## src/rtl/bus_rr_arbiter_bcast.sv

```systemverilog
// Shared-bus generator/arbiter: moves one packet from an outbound FIFO to inbound FIFOs.
// Define BUS_BCAST_EN to deliver destination ID BCAST to every device except the source.
module bus_rr_arbiter_bcast #(
    parameter int         PCKG_SZ = 24,
    parameter int         DRVRS   = 16,
    parameter logic [7:0] BCAST   = 8'hFF,
    parameter int         MODE    = 0
) (
    input  logic                     clk,
    input  logic                     reset,
    input  logic [DRVRS-1:0]         pndng,
    input  logic [DRVRS*PCKG_SZ-1:0] D_pop,
    output logic [DRVRS-1:0]         pop,
    output logic [DRVRS-1:0]         push,
    output logic [DRVRS*PCKG_SZ-1:0] D_push,
    output logic                     busy,
    output logic [7:0]               gnt_id,
    output logic                     drop
);
    localparam int PW = $clog2(DRVRS);
    localparam int IW = PW + 1;

    typedef enum logic [1:0] {IDLE, GRANT, DELIVER} state_t;

    state_t             state;
    logic [PW-1:0]      ptr;
    logic [PW-1:0]      src;
    logic [PW-1:0]      pick;
    logic [PW-1:0]      nxt;
    logic [IW-1:0]      idx;
    logic               found;
    logic [PCKG_SZ-1:0] pkt;
    logic [PCKG_SZ-1:0] pkt_in;
    logic [7:0]         id;
    logic [DRVRS-1:0]   mask;
    logic               ok;

    // Round-robin scans from ptr with wrap; fixed priority scans from 0.
    always_comb begin
        pick  = '0;
        found = 1'b0;
        idx   = '0;
        for (int i = 0; i < DRVRS; i++) begin
            if (MODE == 0) begin
                idx = {1'b0, ptr} + IW'(i);
                if (idx >= IW'(DRVRS))
                    idx = idx - IW'(DRVRS);
            end else begin
                idx = IW'(i);
            end
            if (!found && pndng[idx[PW-1:0]]) begin
                found = 1'b1;
                pick  = idx[PW-1:0];
            end
        end
    end

    assign nxt = (pick == PW'(DRVRS - 1)) ? '0 : pick + 1'b1;

    always_comb begin
        pkt_in = '0;
        for (int i = 0; i < DRVRS; i++)
            if (src == PW'(i))
                pkt_in = D_pop[i*PCKG_SZ +: PCKG_SZ];
    end

    assign id = pkt_in[PCKG_SZ-1 -: 8];

    always_comb begin
        mask = '0;
        ok   = 1'b0;
        if (int'(id) < DRVRS) begin
            ok = 1'b1;
            for (int i = 0; i < DRVRS; i++)
                mask[i] = (id == 8'(i));
        end
`ifdef BUS_BCAST_EN
        else if (id == BCAST) begin
            ok = 1'b1;
            for (int i = 0; i < DRVRS; i++)
                mask[i] = (src != PW'(i));
        end
`endif
    end

    assign D_push = {DRVRS{pkt}};

    always_ff @(posedge clk or posedge reset) begin
        if (reset) begin
            state  <= IDLE;
            ptr    <= '0;
            src    <= '0;
            pkt    <= '0;
            pop    <= '0;
            push   <= '0;
            busy   <= 1'b0;
            gnt_id <= '0;
            drop   <= 1'b0;
        end else begin
            pop  <= '0;
            push <= '0;
            drop <= 1'b0;
            unique case (state)
                IDLE: begin
                    if (found) begin
                        src    <= pick;
                        gnt_id <= 8'(pick);
                        pop    <= DRVRS'(1) << pick;
                        busy   <= 1'b1;
                        state  <= GRANT;
                        if (MODE == 0)
                            ptr <= nxt;
                    end
                end
                GRANT: begin
                    pkt <= pkt_in;
                    if (ok) begin
                        push  <= mask;
                        state <= DELIVER;
                    end else begin
                        drop  <= 1'b1;
                        busy  <= 1'b0;
                        state <= IDLE;
                    end
                end
                DELIVER: begin
                    busy  <= 1'b0;
                    state <= IDLE;
                end
                default: state <= IDLE;
            endcase
        end
    end
endmodule

```

## config.mk

```make
export PLATFORM = sky130hd
export DESIGN_NAME = bus_rr_arbiter_bcast
export DESIGN_NICKNAME = d
export VERILOG_FILES = /design/src/rtl/bus_rr_arbiter_bcast.sv
export SDC_FILE = /design/constraint.sdc
export NUM_CORES = 1
export LEC_CHECK = 0
export ABC_AREA = 1
export CORE_AREA = 2 2 318 320
export CTS_CLUSTER_SIZE = 30
export DETAILED_ROUTE_END_ITERATION = 7
export DIE_AREA = 0 0 320 322
export PLACE_DENSITY = 0.37
export SYNTH_ARGS = -nofsm -noshare
export SYNTH_HDL_FRONTEND = slang
export SYNTH_SLANG_ARGS = --single-unit
```

## constraint.sdc

```tcl
create_clock -name clk -period 7.57 [get_ports clk]
set_input_delay 1.1355 -clock clk [delete_from_list [all_inputs] [get_ports clk]]
set_output_delay 1.1355 -clock clk [all_outputs]
set_load 0.01 [all_outputs]
```

# Yosys cells after proc, flatten, opt, wreduce, memory -nomap -nowiden
# Cells that the tools add are included.
# totals
in_bits	402
wordCells	256
reg_bits	68
output_inout_bits	426
# classes
addsub	32
eq_ne	35
magnitude_cmp	33
n_shift	1
n_mux	111
n_reduce_logical	36
# op_table
operator	count
24-bit two-way mux	16
4-bit two-way mux	33
4-bit by 5-bit less-than comparator with 1-bit output, second input constant	16
16-bit two-way mux	5
5-bit greater-or-equal comparator, second input constant	15
1-bit binary-select mux with 4-bit select	16
8-bit by 4-bit == test with 1-bit output, second input constant	8
4-bit by 1-bit subtractor with 4-bit output, second input constant	16
4-bit by 4-bit adder with 5-bit output, second input constant	8
1-bit two-way mux	37
4-bit == test, second input constant	9
8-bit by 3-bit == test with 1-bit output, second input constant	4
4-bit by 3-bit adder with 5-bit output, second input constant	4
4-bit by 3-bit == test with 1-bit output, second input constant	4
8-bit by 2-bit == test with 1-bit output, second input constant	2
1-bit by 4-bit << shifter with 16-bit output, first input constant	1
1-bit logical AND	15
1-bit zero test	15
4-bit by 2-bit adder with 5-bit output, second input constant	2
4-bit by 2-bit == test with 1-bit output, second input constant	2
8-bit by 1-bit == test with 1-bit output, second input constant	1
8-bit zero test	1
8-bit by 5-bit less-than comparator with 1-bit output, second input constant	1
4-bit by 1-bit adder with 5-bit output, second input constant	1
other kinds (14)	16

# Logic depth before layout (Yosys ltp)
# depth
depth_word	53
mapped_depth	30
mapped_depth_nobuf	28

# Worst setup path after synthesis
# OpenSTA, ideal clock, no wires.
# synth_timing
path_kind	reg-to-reg
from	register ptr[1]
to	register ptr[2]
period_less_slack_ns	3.769
required_time_ns	7.446
arrival_ns	3.645
setup_time_ns	0.124
setup_slack_ns	3.801
stages_incl_launch_ff	26
n_path_buf	2
path_cell_list	dfrtp_1 inv_1 buf_2 ha_1 inv_1 buf_2 nand3_1 nand3_1 nand2_1 nand2_2 nand2_2 nor2_4 nand4_4 nor2_8 nand4_4 nor2_8 nand4_4 nor2_2 nand2_1 nand3_1 nor2_1 nor2_2 ha_1 ha_1 nand2_1 o21ai_1
# synth_via
elab_chain_cells	52
elab_cells_between_ends	161
cone_classes	32 x add/sub; 16 x order compare; 1 x eq/ne; 81 x mux; 31 x reduce/logical
# synth_rtl
item	line	text
start: declaration	26	logic [PW-1:0] ptr;
start signal: assignment	112	ptr <= nxt;
branches (longest 49 deep; another with 4-bit by 1-bit adder with 5-bit output)	n/a	
4-bit two-way mux (*)	51	if (!found && pndng[idx[PW-1:0]]) begin
named net pick[1]	28	logic [PW-1:0] pick;
4-bit by 1-bit adder with 4-bit output or 4-bit == test (tied branches)	58	assign nxt = (pick == PW'(DRVRS - 1)) ? '0 : pick + 1'b1;
4-bit two-way mux (*)	58	
# Mark *: on every way through the listed nets, which the timed path passes. The select of a mux whose other input is x is not followed.
# A chain may end at the register's enable or synchronous reset.

# Worst setup path in the final report
# layout_timing
from	register ptr[1]
to	register ptr[1]
# The elaborated chain is that of the path after synthesis.

==> run_results.csv <==
group,metric,value,unit
run_status,outcome,"finished clean",
floorplan,initial_core_util,9.722,%
sta,skew,0.01923,ns
cts,cts_resized,0,
sta,worst_pin_slew,1.162,ns
sta,rsz0062_at_grt,"no",
synth,synth_area_leaders,"buf_4, dfrtp_1, nand2_1, nand3_1, o21ai_0",
layout,area_delta_synth_final,77.82,%
hold_path,holdPathStages,2,
hold_path,hold_end,"busy$_DFFE_PP0P_",
synth,synth_edf_count,0,
synth,synth_area,9679,um^2
global_routing,grt_pass1_wl,99.14,mm
power_and_ir_drop,powerDensity,502.4,nW/um^2
synth,ys_ff_latch,68,
worst_setup_path,r2r_slack,2.75,ns
power_and_ir_drop,finalPower,8.648,mW
layout,layoutNonFillerInstCount,3276,
drt,initialDrtViolationCount,669,
synth,synthTopCellsByCount,"nand2_1, buf_4, nand3_1",
worst_setup_path,critPathCaptureType,"register",
cts,numCtsBuffers,9,
power_and_ir_drop,vdd.ir_drop.worst,0.1753,mV
drt,firstDrtPassIters,5,
drt,via_per_inst,3.525,
worst_setup_path,crit_fanout,16,
layout,drive_gt1_share,5.228,%
floorplan,dieWidth,320,um
sta,maxSlewViolCount,0,
layout,n_fill_cell,11340,
floorplan,die_h,322,um
cts,ctsHoldBuffers,0,
synth,synth_ff_type,"dfrtp_1",
global_routing,grt_use_total,14.02,%
floorplan,die_area,103000,um^2
floorplan,num_rows,116,
hold_path,holdCritPathClass,"register to register",
sta,min_period,4.818,ns
worst_setup_path,reg2reg_from,"ptr[1]$_DFFE_PP0P_",
place,hpwl,64.84,mm
worst_setup_path,max_stage_delay,0.74,ns
drt,vias,11550,
synth,ys_warn_count,0,
place,gp_congestion,0.8284,
synth,post-synth-top-count-cell,"nand2_1",
sta,fmax,207.6,MHz
cts,clockBufferDepth,2,
synth,netlist_instances,1513,
worst_setup_path,start_kind,"register",
drt,drc,0,
sta,fin_setup_tns,0,ns
global_routing,grt_pass1_vias,11450,
layout,fin_nets,2383,
cts,path_clk_slew,0.08,ns
global_routing,gr-total-overflow,0,
worst_setup_path,crit_required,7.84,ns
worst_setup_path,critical_path_class,"register to register",
synth,synth_top_area_cell,"buf_4",
hold_path,holdCritStartpoint,"busy$_DFFE_PP0P_",
synth,yosysTopAreaCellShare,28.46,%
cts,htree_levels,3,
cts,clk_latency,0.39,ns
cts,cts_setup_buffers,0,
sta,min_period_over_period,63.64,%
drt,wirelength,76.02,mm
worst_setup_path,r2r_cells,25,
cts,cts.sinks,68,
floorplan,ios,828,
synth,seq_area_frac_synth,17.58,%
sta,max_slew_margin,21.69,%
place,placed_cells,3252,
worst_setup_path,cp_slowest_cell,"dfrtp_1",
synth,post_synth.cell_area_avg,6.397,um^2
place,io_buffers,823,
global_routing,grt_antenna_before_repair,17,
synth,synthArstFlopShare,100.0,%
sta,hold_violations,0,
cts,cts_root_buf,"clkbuf_16",
drt,wl_per_cell,23.20,um
synth,yosysUniqueCellTypes,43,
worst_setup_path,crit_arrival,5.09,ns
cts,cts_tree,"done",
power_and_ir_drop,leakage,6.651,nW
worst_setup_path,r2r_end,"ptr[1]$_DFFE_PP0P_",
floorplan,core,99570,um^2
global_routing,grt_max_degree,69,
sta,setup_viol,0,
flow_run,cap_viol_max_count,0,
drt,ant_nets,0,
## cells in the final DEF, fill, tap and decap left out, drive strengths merged, types with 2 or more instances in the layout
cell           Yosys  layout
clkinvlp           0       2
buf              379      32
a221oi            17      17
o22ai              3       3
dfrtp             68      68
clkdlybuf4s50      0     823
diode              0       8
a211oi             5       5
ha                16      16
a31oi              2       2
a21oi             50      50
conb               1       4
xor2               5       5
inv               78      82
nand3            145     145
clkbuf            38       9
nand2            405     405
nor2             107     107
o21ai             97      97
a221o              2       2
o2111ai            4       4
o21a               3       3
a32o              12      12
xnor2              3       3
nand4             63      63
nand2b             4       4
## cell families after synthesis
logic type               share of synthesized area [%]
AND/OR/NAND/NOR                                  33.44
other                                          0.03874
XOR/XNOR                                        0.7239
flip-flops                                       17.58
adder cells (fa/ha/maj)                          2.068
buffers and inverters                            33.70
AO/OA/AOI/OAI                                    12.45
## final cells by class
class                   count  area (um^2)  area share [%]
diodes                      8        20.02          0.1163
clock buffers               9        225.2           1.309
clock inverters             7        82.58          0.4798
inverters                  79        297.8           1.730
multi-input cells         952         4782           27.78
flip-flops and latches     68         1702           9.887
well taps                1298         1624           9.436
repair buffers            855         8478           49.26
## state kept, by name, summed over array words and instances (netlist names)
register,cells
busy,1
push,16
state,2
ptr,4
pop,16
drop,1
pkt,24
gnt_id,4
## report_power, final
part | internal, mW | switching (mW) | total, mW | leakage [nW]
Clock | 0.261 | 0.213 | 0.474 | 0.145
Combinational | 2.97 | 4.29 | 7.27 | 5.62
Sequential | 0.484 | 0.425 | 0.909 | 0.887
## metrics by stage
stage               hold slack (ns)  setup slack (ns)  utilization [%]  area [um^2]
CTS                          0.5416             2.534            17.27        17190
floorplan                    0.4986             3.801                -         9691
finish                       0.5217             2.752            17.29        17210
global route                 0.5622             2.180            17.27        17200
global placement             0.5387             2.561            16.96        16880
detailed placement           0.5222             2.566            16.96        16880
## worst max path at each step
stage / slack (ns) / from / to
after detailed placement: 2.57 / gnt_id[0]$_DFFE_PP0P_ / push[4]$_DFF_PP0_
after global placement: 2.56 / gnt_id[0]$_DFFE_PP0P_ / push[4]$_DFF_PP0_
after global routing: 2.18 / ptr[1]$_DFFE_PP0P_ / ptr[1]$_DFFE_PP0P_
after floorplan: 3.80 / ptr[1]$_DFFE_PP0P_ / ptr[2]$_DFFE_PP0P_
after CTS: 2.53 / gnt_id[0]$_DFFE_PP0P_ / push[4]$_DFF_PP0_
final: 2.75 / ptr[1]$_DFFE_PP0P_ / ptr[1]$_DFFE_PP0P_
## metal layers
| metal | vias to the layer above | share of wire, % | track usage (%) |
|---|---|---|---|
| met5 | - | 0.083 | 0 |
| met4 | 10 | 1.3 | 2.327 |
| met3 | 35 | 7.7 | 4.125 |
| met2 | 544 | 47 | 23.35 |
| met1 | 5416 | 44 | 18.04 |
| li1 | 5542 | - | - |
## worst max-delay path: cells and delay by family (launching register included)
family          cells  cell delay (ns)
fa+ha+maj           2             0.74
buf+inv             2             0.60
flops               1             0.74
simple gates       20             2.54
compound gates      1             0.07
Power figures use the tool's default switching activity.
